**src/rtl/mod_count_monitor.sv**
```systemverilog
// Receive-side checker for the loadable modulo up/down counter: infers direction and lock, flags bad steps.
// Optional macro MON_ERR_CLR_EN adds a synchronous err_clr input for err_count.
module mod_count_monitor #(
    parameter int WIDTH = 3,
    parameter int MAX   = 4,
    parameter int ERR_W = 8
) (
    input  logic             clk,
    input  logic             reset,
    input  logic             sample_valid,
    input  logic [WIDTH-1:0] sample,
    input  logic             load_flag,
`ifdef MON_ERR_CLR_EN
    input  logic             err_clr,
`endif
    output logic             locked,
    output logic             dir_up,
    output logic             step_err,
    output logic             reversal,
    output logic             stall,
    output logic [ERR_W-1:0] err_count
);

    // state      | meaning
    // IDLE       | no usable history, waiting for an in-range sample
    // ACQUIRE    | have one reference sample, waiting for a legal step
    // TRACK_UP   | locked, counter incrementing
    // TRACK_DOWN | locked, counter decrementing
    typedef enum logic [1:0] {IDLE, ACQUIRE, TRACK_UP, TRACK_DOWN} state_t;

    localparam logic [WIDTH-1:0] MAX_V   = WIDTH'(MAX);
    localparam logic [WIDTH-1:0] ONE_V   = WIDTH'(1);
    localparam logic [ERR_W-1:0] ERR_SAT = '1;

    state_t           state_q, state_d;
    logic [WIDTH-1:0] prev_q, prev_d;
    logic             locked_q, locked_d;
    logic             dir_q, dir_d;
    logic             step_err_q, step_err_d;
    logic             rev_q, rev_d;
    logic             stall_q, stall_d;
    logic [ERR_W-1:0] cnt_q, cnt_d;

    logic [WIDTH-1:0] up_val, down_val;
    logic             is_oor, is_up, is_down, is_hold;

    assign up_val   = (prev_q == MAX_V) ? '0 : prev_q + ONE_V;
    assign down_val = (prev_q == '0) ? MAX_V : prev_q - ONE_V;
    assign is_oor   = (sample > MAX_V);
    assign is_up    = (sample == up_val);
    assign is_down  = (sample == down_val);
    assign is_hold  = (sample == prev_q);

    always_comb begin
        state_d    = state_q;
        prev_d     = prev_q;
        dir_d      = dir_q;
        step_err_d = 1'b0;
        rev_d      = 1'b0;
        stall_d    = 1'b0;
        cnt_d      = cnt_q;

        if (sample_valid) begin
            if (is_oor) begin
                step_err_d = 1'b1;
                state_d    = IDLE;
            end else begin
                prev_d = sample;
                unique case (state_q)
                    IDLE: state_d = ACQUIRE;
                    ACQUIRE: begin
                        if (is_up) begin
                            state_d = TRACK_UP;
                            dir_d   = 1'b1;
                        end else if (is_down) begin
                            state_d = TRACK_DOWN;
                            dir_d   = 1'b0;
                        end else if (is_hold) begin
                            stall_d = 1'b1;
                        end else begin
                            step_err_d = ~load_flag;
                        end
                    end
                    TRACK_UP: begin
                        if (is_up) begin
                            state_d = TRACK_UP;
                        end else if (is_down) begin
                            rev_d   = 1'b1;
                            state_d = TRACK_DOWN;
                            dir_d   = 1'b0;
                        end else if (is_hold) begin
                            stall_d = 1'b1;
                        end else begin
                            step_err_d = ~load_flag;
                            state_d    = ACQUIRE;
                        end
                    end
                    TRACK_DOWN: begin
                        if (is_down) begin
                            state_d = TRACK_DOWN;
                        end else if (is_up) begin
                            rev_d   = 1'b1;
                            state_d = TRACK_UP;
                            dir_d   = 1'b1;
                        end else if (is_hold) begin
                            stall_d = 1'b1;
                        end else begin
                            step_err_d = ~load_flag;
                            state_d    = ACQUIRE;
                        end
                    end
                    default: state_d = IDLE;
                endcase
            end
        end

        if (step_err_d && (cnt_q != ERR_SAT)) begin
            cnt_d = cnt_q + ERR_W'(1);
        end
`ifdef MON_ERR_CLR_EN
        // Clear wins over the old value but still counts a coincident error.
        if (err_clr) begin
            cnt_d = step_err_d ? ERR_W'(1) : '0;
        end
`endif
        locked_d = (state_d == TRACK_UP) || (state_d == TRACK_DOWN);
    end

    always_ff @(posedge clk or negedge reset) begin
        if (!reset) begin
            state_q    <= IDLE;
            prev_q     <= '0;
            locked_q   <= 1'b0;
            dir_q      <= 1'b0;
            step_err_q <= 1'b0;
            rev_q      <= 1'b0;
            stall_q    <= 1'b0;
            cnt_q      <= '0;
        end else begin
            state_q    <= state_d;
            prev_q     <= prev_d;
            locked_q   <= locked_d;
            dir_q      <= dir_d;
            step_err_q <= step_err_d;
            rev_q      <= rev_d;
            stall_q    <= stall_d;
            cnt_q      <= cnt_d;
        end
    end

    assign locked    = locked_q;
    assign dir_up    = dir_q;
    assign step_err  = step_err_q;
    assign reversal  = rev_q;
    assign stall     = stall_q;
    assign err_count = cnt_q;

endmodule

```
**config.mk**
```make
export PLATFORM = sky130hd
export DESIGN_NAME = mod_count_monitor
export DESIGN_NICKNAME = d
export VERILOG_FILES = /design/src/rtl/mod_count_monitor.sv
export SDC_FILE = /design/constraint.sdc
export NUM_CORES = 1
export LEC_CHECK = 0
export CAP_MARGIN = 20
export CORE_ASPECT_RATIO = 0.7
export CORE_MARGIN = 3
export CORE_UTILIZATION = 55
export CTS_CLUSTER_DIAMETER = 50
export DETAILED_ROUTE_END_ITERATION = 6
export PLACE_DENSITY_LB_ADDON = 0.05
export SYNTH_ARGS = -nofsm -noshare
export SYNTH_HDL_FRONTEND = slang
export SYNTH_SLANG_ARGS = --single-unit
export TNS_END_PERCENT = 20
```
**constraint.sdc**
```tcl
create_clock -name clk -period 5.86 [get_ports clk]
set_input_delay 0.879 -clock clk [delete_from_list [all_inputs] [get_ports clk]]
set_output_delay 0.879 -clock clk [all_outputs]
set_load 0.1 [all_outputs]
```
==> results of run 1 <==
==> worst paths after layout <==
kind	from	endpoint	cells after the start
setup / recovery	sample[1]	err_count[1]	8
hold / removal	err_count[5]	err_count[5]	1
setup reg to reg	prev_q[0]	err_count[1]	9
hold reg to reg	err_count[5]	err_count[5]	1
max in group asynchronous	reset	prev_q[1]	1
min in group asynchronous	reset	reversal	1
==> registers in the layout, indices dropped and copies added, names as in the netlist <==
name       count
err_count      8
prev_q         3
state_q        2
dir_up         1
locked         1
reversal       1
stall          1
step_err       1
==> area by class of cell <==
cell class                 count  area share (%)
multi-input combinational     99            50.7
sequential                    18            30.5
timing repair buffer          19            12.9
tap                           30            2.54
inverter                       7            1.78
clock buffer                   3            1.53
==> through the flow <==
step	hold WS [ns]	std cells	area, um2
floorplan	0.535	128	1250
global placement	0.477	173	1450
detailed placement	0.497	173	1450
CTS	0.510	176	1480
global route	0.524	176	1480
finish	0.501	176	1480
==> worst max-delay path: cells and delay by family <==
kind	cells	cell delay, ns
buffers and inverters	1	0.56
and+or+nand+nor	2	0.57
AOI/OAI and AO/OA	4	0.72
muxes	1	0.30
==> power by group <==
group | switching (mW) | leakage [nW] | total [mW] | internal [mW]
Clock | 0.0336 | 0.0138 | 0.0575 | 0.0239
Sequential | 0.0316 | 0.234 | 0.179 | 0.147
Combinational | 0.219 | 0.366 | 0.313 | 0.0937
Total | 0.285 | 0.613 | 0.549 | 0.265
==> cell families (layout without fill, tap and decap cells) <==
logic type               after synthesis  in the layout  share of synthesized area, %
multiplexers                           5              5                          4.69
XOR/XNOR                              14             14                          9.79
AND/OR/NAND/NOR                       49             49                          22.6
AO/OA/AOI/OAI                         23             23                          14.7
buffers and inverters                 11             29                          4.30
adder cells (fa/ha/maj)                8              8                          7.99
flip-flops                            18             18                          36.0
==> layer usage <==
layer / vias up / wire length, um / part of all wire, %
met4: 0 / 13 / 0.49
li1: 494 / - / -
met1: 490 / 1310 / 50
met2: 37 / 1090 / 41
met3: 2 / 226 / 8.6
met5: - / 0 / 0
==> placed cells by master (no fill, tap or decap), types with 3 or more instances in the layout <==
| cell | instances |
|---|---|
| ha_1 | 8 |
| mux2_2 | 3 |
| xor2_1 | 3 |
| inv_1 | 7 |
| o21a_1 | 3 |
| nor3_1 | 4 |
| a21oi_1 | 4 |
| nand2_1 | 9 |
| xnor2_1 | 11 |
| clkbuf_4 | 3 |
| nand3_1 | 6 |
| clkdlybuf4s50_1 | 19 |
| dfrtp_1 | 18 |
| nand4_1 | 3 |
| nor2_1 | 10 |
==> impl_results.md, run 1 <==
- Status: completed
- Ys Warns: 0
- Mapped Cells: 128
- Layout Utilization: 73.7%
- Slew headroom: 34.3%
- Global-route wire length before repair: 4.57 mm
- Post-Route WL: 2.64 mm
- Worst-path clk slew: 0.09 ns
- Post-CTS Hold Buffers: 0
- Peak supply drop: 0.000286 V
- Tcrit/Tclk final: 48.8%
- Initial antenna violation count: 0
- Fill count: 168
- # IOs: 20
- Sequential area share after synthesis: 36.0%
- Worst slew pin tran: 0.983 ns
- Chip Width: 63.0 um
- Area growth, synth to finish: 17.8%
- Yosys top cell area share: 36.0%
- Met2 usage: 31.4%
- Setup_tns: 0 ns
- Vias in the first global route: 904
- Critical-path top delay cell: clkdlybuf4s50_1
- FP Rows: 13
- Post_cts resized: 0
- Ys async rst share: 100%
- Commonest cells in the netlist: 18 x dfrtp_1, 11 x xnor2_1, 10 x nor2_1
- Final Wtd Congestion: 0.913
- Clock period minus worst slack: 2.86 ns
- Setup WS pre-CTS: 2.72 ns
- Worst path arrival time: 3.03 ns
- Critical-path maximum fanout: 8
- Final Hold Viols: 0
- CP Launch Type: primary input
- Post-Syn Area: 1250 um2
- Dpl hpwl: 2.17 mm
- Reg2reg setup slack: 3.41 ns
- Vias: 1023
- Starting Density: 62.6%
- Most frequent cell after synthesis: dfrtp_1
- Tightest Hold Check Type: register to register
- Syn_nets: 143
- P_leak: 0.613 nW
- Pwr Total: 549 uW
- CTS H-tree lvls: 1
- Gr busiest metal: met2
- Post-CTS setup buffer count: 0
- DRC viols: 0
- Global route overflow: 0
- Crit path cell chain: clkdlybuf4s50_1 -> nor4b_2 -> a211o_1 -> o21ai_2 -> o2111ai_2 -> o211ai_4 -> nand3b_4 -> mux2_4
- Critical Path End Type: register
- Fin nets: 163
- Highest clock rate: 350 MHz
- Total Routing Usage GR: 20.7%
- DRT Pass-1 Iters: 5
- TritonCTS Buffers: 3
- Worst Path Required: 6.03 ns
- Largest net degree at the start of global routing: 19
- Met1 Use GR: 29.3%
- Clock skew: 0.00523 ns
- Predominant post-synthesis flop cell: dfrtp_1
- Power Dens Cells: 372 nW/um2
- CP max stage delay: 0.56 ns
- Root buf cell: clkbuf_4
- Syn_area_per_cell: 9.78 um2
- Max Cap Viol: 0
- RSZ-0062 raised after global routing: no
- Register bit total from synthesis: 18
- WS Path Type: primary input to register
- Final-report setup violation count: 0
- Met3 GRT Util: 7.41%
- Skew-Pair Late Insertion Delay: 0.29 ns
- Post-synth EDFFs: 0
- Post-DRT Antenna Nets: 0
- Synth top area cells: dfrtp_1 36%, ha_1 8.0%, xnor2_1 7.7%, nor2_1 3.0%, nand2_1 2.7%
- Initial DRC Count: 52
- Total core area: 2000 um2
- Distinct cells, synth: 44
- Slew Limit Fails: 0
- PortBufs: 19
- Drt via density: 5.81
- Die area: 2890 um2
- N_diodes: 0
- Layout cell share with drive strength beyond 1: 11.0%
- Worst setup margin: 3.00 ns
- Clock tree buffer depth: 2
- TritonCTS clock tree: yes
- Clock sink count: 18
- Die height: 45.9 um
- Cell taking the most area after synthesis: dfrtp_1
- Area of the multi-input gates: 748 um2
- WL/cell: 15.0 um
- Reg area: 450 um2
Power figures use the tool's default switching activity.
==> inputs of run 2 (changes only) <==
--- a/config.mk
+++ b/config.mk
@@ -8,7 +8,7 @@
 export CAP_MARGIN = 20
 export CORE_ASPECT_RATIO = 0.7
 export CORE_MARGIN = 3
-export CORE_UTILIZATION = 55
+export CORE_UTILIZATION = 47
 export CTS_CLUSTER_DIAMETER = 50
 export DETAILED_ROUTE_END_ITERATION = 6
 export PLACE_DENSITY_LB_ADDON = 0.05
==> constraint.sdc (replaced) <==
create_clock -name clk -period 2.5 [get_ports clk]
set_input_delay 0.375 -clock clk [delete_from_list [all_inputs] [get_ports clk]]
set_output_delay 0.375 -clock clk [all_outputs]
set_load 0.1 [all_outputs]
==> run 2 against run 1 <==
Against the previous run:
- die area grew 15%
- hold slack lost 0.0077 ns
- global-route usage down 3.0 points
- final cell count rose by 6.3%
- core utilization shrank 7.7 points
- largest cell class unchanged
==> impl_results.md, run 2 (synthesized netlist as in run 1, its figures left out) <==
- Status: completed
- Max Cap Viol: 0
- TritonCTS clock tree: yes
- RSZ-0062 raised after global routing: no
- Tcrit/Tclk final: 92.8%
- Skew-Pair Late Insertion Delay: 0.25 ns
- P_leak: 0.689 nW
- Final-report setup violation count: 0
- Critical-path top delay cell: dfrtp_1
- DRT Pass-1 Iters: 4
- Post-DRT Antenna Nets: 0
- Initial antenna violation count: 0
- Die area: 3330 um2
- Initial DRC Count: 98
- N_diodes: 0
- Clock sink count: 18
- Vias: 1005
- CTS H-tree lvls: 1
- Vias in the first global route: 935
- Reg2reg setup slack: 0.18 ns
- Gate power share: 52.7%
- Hold Path Depth: 1
- Chip Width: 67.7 um
- Starting Density: 53.8%
- Power Dens Cells: 905 nW/um2
- Power Internal: 703 uW
- Switching Power: 689 uW
- Post-CTS setup buffer count: 0
- Global route overflow: 0
- DRC viols: 0
- Total Routing Usage GR: 17.7%
- Switching portion of total power: 49.5%
- Peak supply drop: 0.000650 V
- Clock skew: 0.00158 ns
- # IOs: 20
- Critical-path maximum fanout: 6
- FP Rows: 14
- Layout cell share with drive strength beyond 1: 24.5%
- Post_cts resized: 0
- WL/cell: 14.1 um
- Setup_tns: 0 ns
- Total core area: 2330 um2
- Largest net degree at the start of global routing: 19
- Critical Path End Type: register
- Most common cell after layout, fill and taps aside: buf_4
- Post-CTS Hold Buffers: 0
- Final Wtd Congestion: 0.900
- Most frequent cells in the layout: 21 x buf_4, 18 x dfrtp_1, 11 x xnor2_1
- Global-route wire length before repair: 4.46 mm
- Worst-path clk slew: 0.07 ns
- Dpl hpwl: 2.16 mm
- Final Non-Filler Cells: 187
- PortBufs: 19
- Clock Power Share: 17.1%
- Slew Limit Fails: 0
- WS Path Type: register to register
- Crit path cell chain: inv_1 -> ha_1 -> or3_1 -> a21o_1 -> o2111a_1 -> nand2_1 -> a21oi_1 -> nor4b_1 -> o22ai_1
- Area growth, synth to finish: 22.8%
- Register share of total power: 30.2%
- Drt via density: 5.37
- TritonCTS Buffers: 3
- Worst Path Required: 2.62 ns
- Post-Route WL: 2.65 mm
- CP Launch Type: register
- Worst-case reg-to-reg path depth: 9
- Die height: 49.2 um
- Worst path arrival time: 2.44 ns
- Clock period minus worst slack: 2.32 ns
- Root buf cell: clkbuf_8
- Tightest Hold Check Type: register to register
- Worst slew pin tran: 0.776 ns
- Highest clock rate: 431 MHz
- Max reg flops: 8
- Clock tree buffer depth: 2
- CP max stage delay: 0.45 ns
- Origin of the critical flop-to-flop path: prev_q[0]
- Fin nets: 171
- Placed cells: 183
- Slew headroom: 48.1%
- Hold EP: err_count[6]
- Hold Path Origin: err_count[6]
- Final Hold Viols: 0
- R2R Path End: state_q[0]
==> run 2: per-stage QoR <==
| step | power, mW | util, % | hold WS [ns] | setup slack [ns] | area (um2) |
|---|---|---|---|---|---|
| 2_1_floorplan | 0.988 | - | 0.0794 | 0.317 | 1250 |
| 3_3_place_gp | 1.14 | 63.6 | 0.482 | 0.0217 | 1480 |
| 3_5_place_dp | 1.16 | 63.6 | 0.489 | -0.0522 | 1480 |
| 4_1_cts | 1.40 | 66.0 | 0.500 | 0.181 | 1540 |
| 5_1_grt | 1.47 | 66.0 | 0.502 | 0.00874 | 1540 |
| 6_report | 1.39 | 66.0 | 0.493 | 0.181 | 1540 |
==> run 2: area by class of cell <==
type | count | area, um2
fill | 185 | 792
multi-input combinational | 99 | 748
sequential | 18 | 450
timing repair buffer | 27 | 218
clock buffer | 4 | 55.1
tap | 32 | 40.0
inverter | 7 | 26.3
==> run 2: how the worst max path moves through the flow <==
stage	to	slack, ns	startpoint
final	state_q[0]	0.18	prev_q[0]
after global routing	locked	0.009	prev_q[0]
after CTS	state_q[0]	0.18	prev_q[0]
after detailed placement	err_count[1]	-0.05	sample[1]
after global placement	err_count[5]	0.02	sample[1]
after floorplan	err_count[1]	0.32	prev_q[0]
==> run 2: power by group through the flow <==
| stage | sequential, mW | clock [mW] | combinational (mW) |
|---|---|---|---|
| finish | 0.420 | 0.238 | 0.734 |
| global route | 0.432 | 0.264 | 0.779 |
| global placement | 0.420 | 0 | 0.724 |
| detailed placement | 0.424 | 0 | 0.733 |
| CTS | 0.419 | 0.248 | 0.735 |
| floorplan | 0.721 | 0 | 0.267 |
==> run 2: per-layer routing <==
metal	track usage [%]	vias up	wire, um
met2	24.6	24	1100
met3	4.84	4	164
met4	3.03	0	22
met5	0	-	0
li1	-	510	-
met1	27.3	467	1360
==> run 2: critical path, delay by kind of cell, from the launching register on <==
family          cells  cell delay [ns]
buf+inv             1             0.09
flops               1             0.45
simple gates        3             0.83
compound gates      4             0.56
fa+ha+maj           1             0.27
